===== config.mk =====
export PLATFORM = sky130hd
export DESIGN_NAME = multicycle_control_unit
export DESIGN_NICKNAME = d
export VERILOG_FILES = /design/src/rtl/cu_pkg.sv /design/src/rtl/cu_opcode_classifier.sv /design/src/rtl/multicycle_control_unit.sv
export SDC_FILE = /design/constraint.sdc
export NUM_CORES = 1
export LEC_CHECK = 0
export CAP_MARGIN = 20
export CORE_ASPECT_RATIO = 1.4
export CORE_MARGIN = 2
export CORE_UTILIZATION = 55
export DETAILED_ROUTE_END_ITERATION = 10
export PLACE_DENSITY = 0.82
export SYNTH_ARGS = -nofsm -noshare
export SYNTH_HDL_FRONTEND = slang
export SYNTH_SLANG_ARGS = --single-unit

===== constraint.sdc =====
create_clock -name clk -period 5.2 [get_ports clk]
set_input_delay 1.56 -clock clk [delete_from_list [all_inputs] [get_ports clk]]
set_output_delay 1.56 -clock clk [all_outputs]
set_load 0.02 [all_outputs]

===== src/rtl/cu_pkg.sv =====
// rtl/cu_pkg.sv - shared states, opcodes and encodings for the multi-cycle control unit
package cu_pkg;

  typedef enum logic [2:0] {
    S_FETCH,
    S_DECODE,
    S_EXEC,
    S_MEM,
    S_WB,
    S_ACC,
    S_TRAP
  } cu_state_e;

  typedef enum logic [3:0] {
    CL_NOP,
    CL_ALU,
    CL_LOAD,
    CL_STORE,
    CL_BR_EQ,
    CL_BR_NE,
    CL_JUMP,
    CL_CALL,
    CL_RET,
    CL_ACC,
    CL_ILLEGAL
  } op_class_e;

  localparam logic [4:0] OP_NOP       = 5'b00000;
  localparam logic [4:0] OP_ALU_FIRST = 5'b00001;
  localparam logic [4:0] OP_ALU_LAST  = 5'b01010;
  localparam logic [4:0] OP_BEQ       = 5'b01011;
  localparam logic [4:0] OP_BNE       = 5'b01100;
  localparam logic [4:0] OP_JUMP      = 5'b01101;
  localparam logic [4:0] OP_CALL      = 5'b01110;
  localparam logic [4:0] OP_RET       = 5'b01111;
  localparam logic [4:0] OP_LOAD      = 5'b10000;
  localparam logic [4:0] OP_STORE     = 5'b10001;
  localparam logic [4:0] OP_FFT       = 5'b10010;
  localparam logic [4:0] OP_ENCRYPT   = 5'b10011;
  localparam logic [4:0] OP_DECRYPT   = 5'b10100;

  localparam logic [1:0] PC_INC    = 2'd0;
  localparam logic [1:0] PC_TARGET = 2'd1;
  localparam logic [1:0] PC_RETURN = 2'd2;

  localparam logic [1:0] ACC_FFT     = 2'd0;
  localparam logic [1:0] ACC_ENCRYPT = 2'd1;
  localparam logic [1:0] ACC_DECRYPT = 2'd2;

  localparam logic [1:0] TC_NONE    = 2'd0;
  localparam logic [1:0] TC_ILLEGAL = 2'd1;
  localparam logic [1:0] TC_STACK   = 2'd2;
  localparam logic [1:0] TC_TIMEOUT = 2'd3;

endpackage


===== src/rtl/cu_opcode_classifier.sv =====
// rtl/cu_opcode_classifier.sv - combinational opcode to instruction-class decode
module cu_opcode_classifier
  import cu_pkg::*;
#(
  parameter int OPCODE_W = 5
) (
  input  logic [OPCODE_W-1:0] opcode,
  output op_class_e           op_class,
  output logic [1:0]          acc_sel
);

  logic [4:0] op5;
  logic       upper_set;

  // Any bit above the 5-bit opcode space makes the instruction illegal
  assign op5       = opcode[4:0];
  assign upper_set = (opcode >> 5) != '0;

  // Map the low opcode bits onto an instruction class and accelerator function
  always_comb begin
    op_class = CL_ILLEGAL;
    acc_sel  = ACC_FFT;
    if (!upper_set) begin
      case (op5)
        OP_NOP:     op_class = CL_NOP;
        OP_BEQ:     op_class = CL_BR_EQ;
        OP_BNE:     op_class = CL_BR_NE;
        OP_JUMP:    op_class = CL_JUMP;
        OP_CALL:    op_class = CL_CALL;
        OP_RET:     op_class = CL_RET;
        OP_LOAD:    op_class = CL_LOAD;
        OP_STORE:   op_class = CL_STORE;
        OP_FFT:     begin op_class = CL_ACC; acc_sel = ACC_FFT;     end
        OP_ENCRYPT: begin op_class = CL_ACC; acc_sel = ACC_ENCRYPT; end
        OP_DECRYPT: begin op_class = CL_ACC; acc_sel = ACC_DECRYPT; end
        default: begin
          if (op5 >= OP_ALU_FIRST && op5 <= OP_ALU_LAST) op_class = CL_ALU;
        end
      endcase
    end
  end

endmodule


===== src/rtl/multicycle_control_unit.sv =====
// rtl/multicycle_control_unit.sv - FETCH/DECODE/EXEC/MEM/WB sequencer with call-depth and trap tracking
module multicycle_control_unit
  import cu_pkg::*;
#(
  parameter int OPCODE_W    = 5,
  parameter int STACK_DEPTH = 8,
  parameter int ACC_TIMEOUT = 255,
  parameter int DEPTH_W     = $clog2(STACK_DEPTH + 1)
) (
  input  logic                clk,
  input  logic                rst_n,
  input  logic                instr_valid,
  input  logic [OPCODE_W-1:0] opcode,
  input  logic                zero_flag,
  input  logic                mem_ready,
  input  logic                acc_done,
  output logic                ir_load,
  output logic                register_write,
  output logic                memory_read,
  output logic                memory_write,
  output logic                alu_source,
  output logic                memory_to_register,
  output logic                pc_write,
  output logic [1:0]          pc_sel,
  output logic                stack_push,
  output logic                stack_pop,
  output logic                acc_start,
  output logic [1:0]          acc_sel,
  output logic [DEPTH_W-1:0]  call_depth,
  output logic                trap,
  output logic [1:0]          trap_cause
);

  localparam int CNT_W = $clog2(ACC_TIMEOUT + 1);

  cu_state_e            state_q, state_d;
  logic [OPCODE_W-1:0]  opcode_q;
  op_class_e            class_q, dec_class;
  logic [1:0]           acc_sel_q, dec_acc_sel;
  logic [DEPTH_W-1:0]   depth_q;
  logic [CNT_W-1:0]     acc_cnt_q;
  logic [1:0]           cause_q, cause_d;

  cu_opcode_classifier #(.OPCODE_W(OPCODE_W)) u_classifier (
    .opcode   (opcode_q),
    .op_class (dec_class),
    .acc_sel  (dec_acc_sel)
  );

  assign call_depth = depth_q;
  assign trap       = (state_q == S_TRAP);
  assign trap_cause = cause_q;

  // Next state and per-state strobes; everything keyed off the registered state
  always_comb begin
    state_d            = state_q;
    cause_d            = cause_q;
    ir_load            = 1'b0;
    register_write     = 1'b0;
    memory_read        = 1'b0;
    memory_write       = 1'b0;
    alu_source         = 1'b0;
    memory_to_register = 1'b0;
    pc_write           = 1'b0;
    pc_sel             = PC_INC;
    stack_push         = 1'b0;
    stack_pop          = 1'b0;
    acc_start          = 1'b0;
    acc_sel            = ACC_FFT;
    case (state_q)
      S_FETCH: begin
        // Gated so the IR strobe stays quiet while reset is held
        ir_load = instr_valid & rst_n;
        if (instr_valid) state_d = S_DECODE;
      end
      S_DECODE: begin
        case (dec_class)
          CL_NOP:     begin pc_write = 1'b1; state_d = S_FETCH; end
          CL_ILLEGAL: begin cause_d = TC_ILLEGAL; state_d = S_TRAP; end
          CL_ACC:     state_d = S_ACC;
          default:    state_d = S_EXEC;
        endcase
      end
      S_EXEC: begin
        state_d = S_FETCH;
        case (class_q)
          CL_ALU:   state_d = S_WB;
          CL_LOAD,
          CL_STORE: begin alu_source = 1'b1; state_d = S_MEM; end
          CL_BR_EQ: begin pc_write = 1'b1; pc_sel = zero_flag ? PC_TARGET : PC_INC; end
          CL_BR_NE: begin pc_write = 1'b1; pc_sel = zero_flag ? PC_INC : PC_TARGET; end
          CL_JUMP:  begin pc_write = 1'b1; pc_sel = PC_TARGET; end
          CL_CALL: begin
            if (depth_q == DEPTH_W'(STACK_DEPTH)) begin
              cause_d = TC_STACK;
              state_d = S_TRAP;
            end else begin
              stack_push = 1'b1;
              pc_write   = 1'b1;
              pc_sel     = PC_TARGET;
            end
          end
          CL_RET: begin
            if (depth_q == '0) begin
              cause_d = TC_STACK;
              state_d = S_TRAP;
            end else begin
              stack_pop = 1'b1;
              pc_write  = 1'b1;
              pc_sel    = PC_RETURN;
            end
          end
          default: ;
        endcase
      end
      S_MEM: begin
        alu_source   = 1'b1;
        memory_read  = (class_q == CL_LOAD);
        memory_write = (class_q == CL_STORE);
        if (mem_ready) begin
          if (class_q == CL_LOAD) begin
            state_d = S_WB;
          end else begin
            pc_write = 1'b1;
            state_d  = S_FETCH;
          end
        end
      end
      S_ACC: begin
        acc_sel   = acc_sel_q;
        acc_start = (acc_cnt_q == '0);
        if (acc_done) begin
          state_d = S_WB;
        end else if (acc_cnt_q == CNT_W'(ACC_TIMEOUT)) begin
          cause_d = TC_TIMEOUT;
          state_d = S_TRAP;
        end
      end
      S_WB: begin
        register_write     = 1'b1;
        memory_to_register = (class_q == CL_LOAD);
        pc_write           = 1'b1;
        state_d            = S_FETCH;
      end
      default: ;
    endcase
  end

  // State, captured opcode/class, call depth, accelerator wait counter and trap cause
  always_ff @(posedge clk or negedge rst_n) begin
    if (!rst_n) begin
      state_q   <= S_FETCH;
      opcode_q  <= '0;
      class_q   <= CL_NOP;
      acc_sel_q <= ACC_FFT;
      depth_q   <= '0;
      acc_cnt_q <= '0;
      cause_q   <= TC_NONE;
    end else begin
      state_q <= state_d;
      if (ir_load) opcode_q <= opcode;
      if (state_q == S_DECODE) begin
        class_q   <= dec_class;
        acc_sel_q <= dec_acc_sel;
      end
      if (stack_push)     depth_q <= depth_q + DEPTH_W'(1);
      else if (stack_pop) depth_q <= depth_q - DEPTH_W'(1);
      if (state_q == S_ACC && state_d == S_ACC) acc_cnt_q <= acc_cnt_q + CNT_W'(1);
      else                                      acc_cnt_q <= '0;
      if (state_d == S_TRAP && state_q != S_TRAP) cause_q <= cause_d;
    end
  end

endmodule


==> results.cfg <==
[clocking]
cts-root-buf = clkbuf_8
cts_post_setup_buffers_inserted = 0
clk_path_buf_depth = 2
cts_tree = built
cts.sinks = 28
cts-hold-fix-buffers = 0
ctsResizeCount = 0
h-tree-depth = 1
cts_buffers = 3
clk_pin_slew_ns = 0.09
clkLatencyLatePin_ns = 0.28

[route]
firstDrtPassIters = 5
ant_nets = 0
drt_iter0_markers = 51
wl_per_cell_um = 14.4
wirelength_um = 4060
routed-via-count = 1646
drt-vias-per-instance = 5.86
m1WireLength_um = 1780
routed-wl-met3_um = 138
drcViolationCount = 0
top_layer_used = met4
dr_wl_met2_um = 2090

[synthesis]
synthDistinctLibCells = 55
synth_compound_area_share_pct = 18.2
synth-seq-cells = 28
synthesis.area_um2 = 1860
ys.flop_type = dfrtp_1
synth_top_family_by_area = simple AND/OR/NAND/NOR gates
syn_inst = 218
synthAdderAreaFrac_pct = 3.76
synthMuxAreaShare_pct = 1.88
synth_edf_count = 0
syn_avg_cell_area_um2 = 8.55
syn-num-nets = 234
synth_xor_area_share_pct = 5.17
ys_warn_count = 0
ys_seq_area_share_pct = 37.6
synth_simple_gate_area_share_pct = 27.5
async_flop_share_pct = 100

[critical_path]
critical_path_class = in -> out
path_delay_family = buffers and inverters
crit_path_max_fanout = 4
required_ns = 3.64
crit_chain = clkdlybuf4s50_1, nand2_1, o22ai_1, nand2_1, o211ai_1, clkdlybuf4s50_1
critPathSlowestCell = clkdlybuf4s50_1
cp-start-kind = input port
slowest_delay_ns = 0.63
critical_path_buf_inv_count = 2
critPathCaptureType = primary output
arrival_ns = 3.15

[timing]
setup_viol = 0
skew_ns = 0.0110
final_max_slew_viol_count = 0
tightest_slew_ns = 0.619
rsz0062_at_grt = no
layout_setup_ws_ns = 0.493
period_share_pct = 90.5
holdWs_ns = 0.470
max_clock_freq_ghz = 0.212
hold_viol_final = 0
slew_headroom_pct = 58.7
tns_ns = 0
post-route-min-period_ns = 4.71

[floorplanning]
fp.dieH_um = 72.9
initial_core_util_pct = 56.2
die-area_um2 = 3880
rows = 25
fp.dieW_um = 53.2
coreArea_um2 = 3320
pin_count = 32

[placement]
hpwl_um = 2960
io_buffers = 31
place.gp.congestion = 0.903
pre_cts_ws_ns = 0.484

[cells_and_area]
final_util_pct = 67.5
diodes = 0
seq_area_um2 = 701
area_growth_pct = 20.1
drive_above_1_share_pct = 7.47
fin_nets = 258
multi_input_area_um2 = 1050
fillers = 298

[grt]
grt_pass1_wl_um = 6980
first_global_vias = 1571
grtUsageTotal_pct = 23.7
antenna_found_initial = 0
grt_start_max_net_pins = 29
grt.overflow.total = 0

[worst_hold_path]
hold_class = reg -> reg

[power]
p_per_area_nw_per_um2 = 180
ir_drop_v = 0.000259
cellLeakagePower_nw = 0.932

[job]
maxCapViolCount = 0

[run_status]
status = finished clean
## stage by stage
step	area, um^2	cells	total power [mW]
after detailed placement	2170	277	0.237
after global placement	2170	277	0.237
after floorplan	1860	218	0.223
final	2240	281	0.403
after CTS	2240	281	0.406
after global routing	2240	281	0.416
## cell families (layout without fill, tap and decap cells)
family,Yosys count,after routing
buf+inv,25,48
simple gates,95,95
compound gates,51,51
fa+ha+maj,5,5
flops,28,28
mux,3,3
xor+xnor,11,11
## cells in the mapped netlist, types with 3 or more instances
master / instances / area (um^2)
nand2_1: 34 / 128
clkbuf_1: 10 / 37.5
nor2_1: 21 / 78.8
xor2_1: 3 / 26.3
inv_1: 11 / 41.3
ha_1: 4 / 50.1
dfrtp_1: 28 / 701
o21ai_0: 12 / 60.1
o41ai_1: 3 / 26.3
xnor2_1: 8 / 70.1
nor3_1: 5 / 25.0
a31oi_1: 5 / 31.3
a21oi_1: 12 / 60.1
nand3_1: 6 / 30.0
## layout by cell type, fill, tap and decap left out, types with 3 or more instances in the layout
master	count
nand2_1	34
a31oi_1	5
a21oi_1	12
nand3_1	6
o41ai_1	3
o21ai_0	12
inv_1	11
nor2_1	21
xor2_1	3
xnor2_1	8
ha_1	4
dfrtp_1	28
clkdlybuf4s50_1	31
clkbuf_8	3
nor3_1	5
## state kept, by name, summed over array words and instances (netlist names)
name and flops:
acc_cnt_q 8, state_q 3, opcode_q 5, trap_cause 2
acc_sel_q 2, class_q 4, call_depth 4
## power by group
| part | total, mW | switching, mW | internal [mW] |
|---|---|---|---|
| clock network | 0.171 | 0.0677 | 0.103 |
| logic | 0.0147 | 0.00712 | 0.00759 |
| registers | 0.218 | 0 | 0.218 |
| total | 0.403 | 0.0748 | 0.328 |
## final cells by class
| cell class | count | area share, % |
|---|---|---|
| clock buffer | 3 | 1.84 |
| tap | 40 | 2.24 |
| clock inverter | 1 | 1.34 |
| inverter | 12 | 2.01 |
| multi-input combinational | 165 | 47.1 |
| timing repair buffer | 32 | 14.2 |
| sequential | 28 | 31.3 |
## path summary, 6_finish.rpt
path,start,cells past startpoint,slack [ns],end
min in group asynchronous,rst_n,2,1.75,state_q[1]
max in group asynchronous,rst_n,2,3.18,state_q[0]
hold / removal,acc_sel_q[0],2,0.47,acc_sel_q[0]
hold reg to reg,acc_sel_q[0],2,0.47,acc_sel_q[0]
setup reg to reg,state_q[1],8,2.57,call_depth[3]
setup / recovery,mem_ready,6,0.49,pc_write
## worst register-to-register path: stages (launching register included)
cell and delay, ns:
dfrtp_1 0.60, or3b_1 0.51, nor3_2 0.28, inv_1 0.14, ha_1 0.32, a21o_1 0.18
a21oi_1 0.17, mux2i_1 0.23, xnor2_1 0.14
## metal layers
layer	global-route usage, %	vias to the layer above
li1	-	814
met1	30.1	780
met2	41.7	46
met3	2.66	6
met4	6.27	0
met5	0	-
No activity file was read; power rests on OpenSTA's default activity.
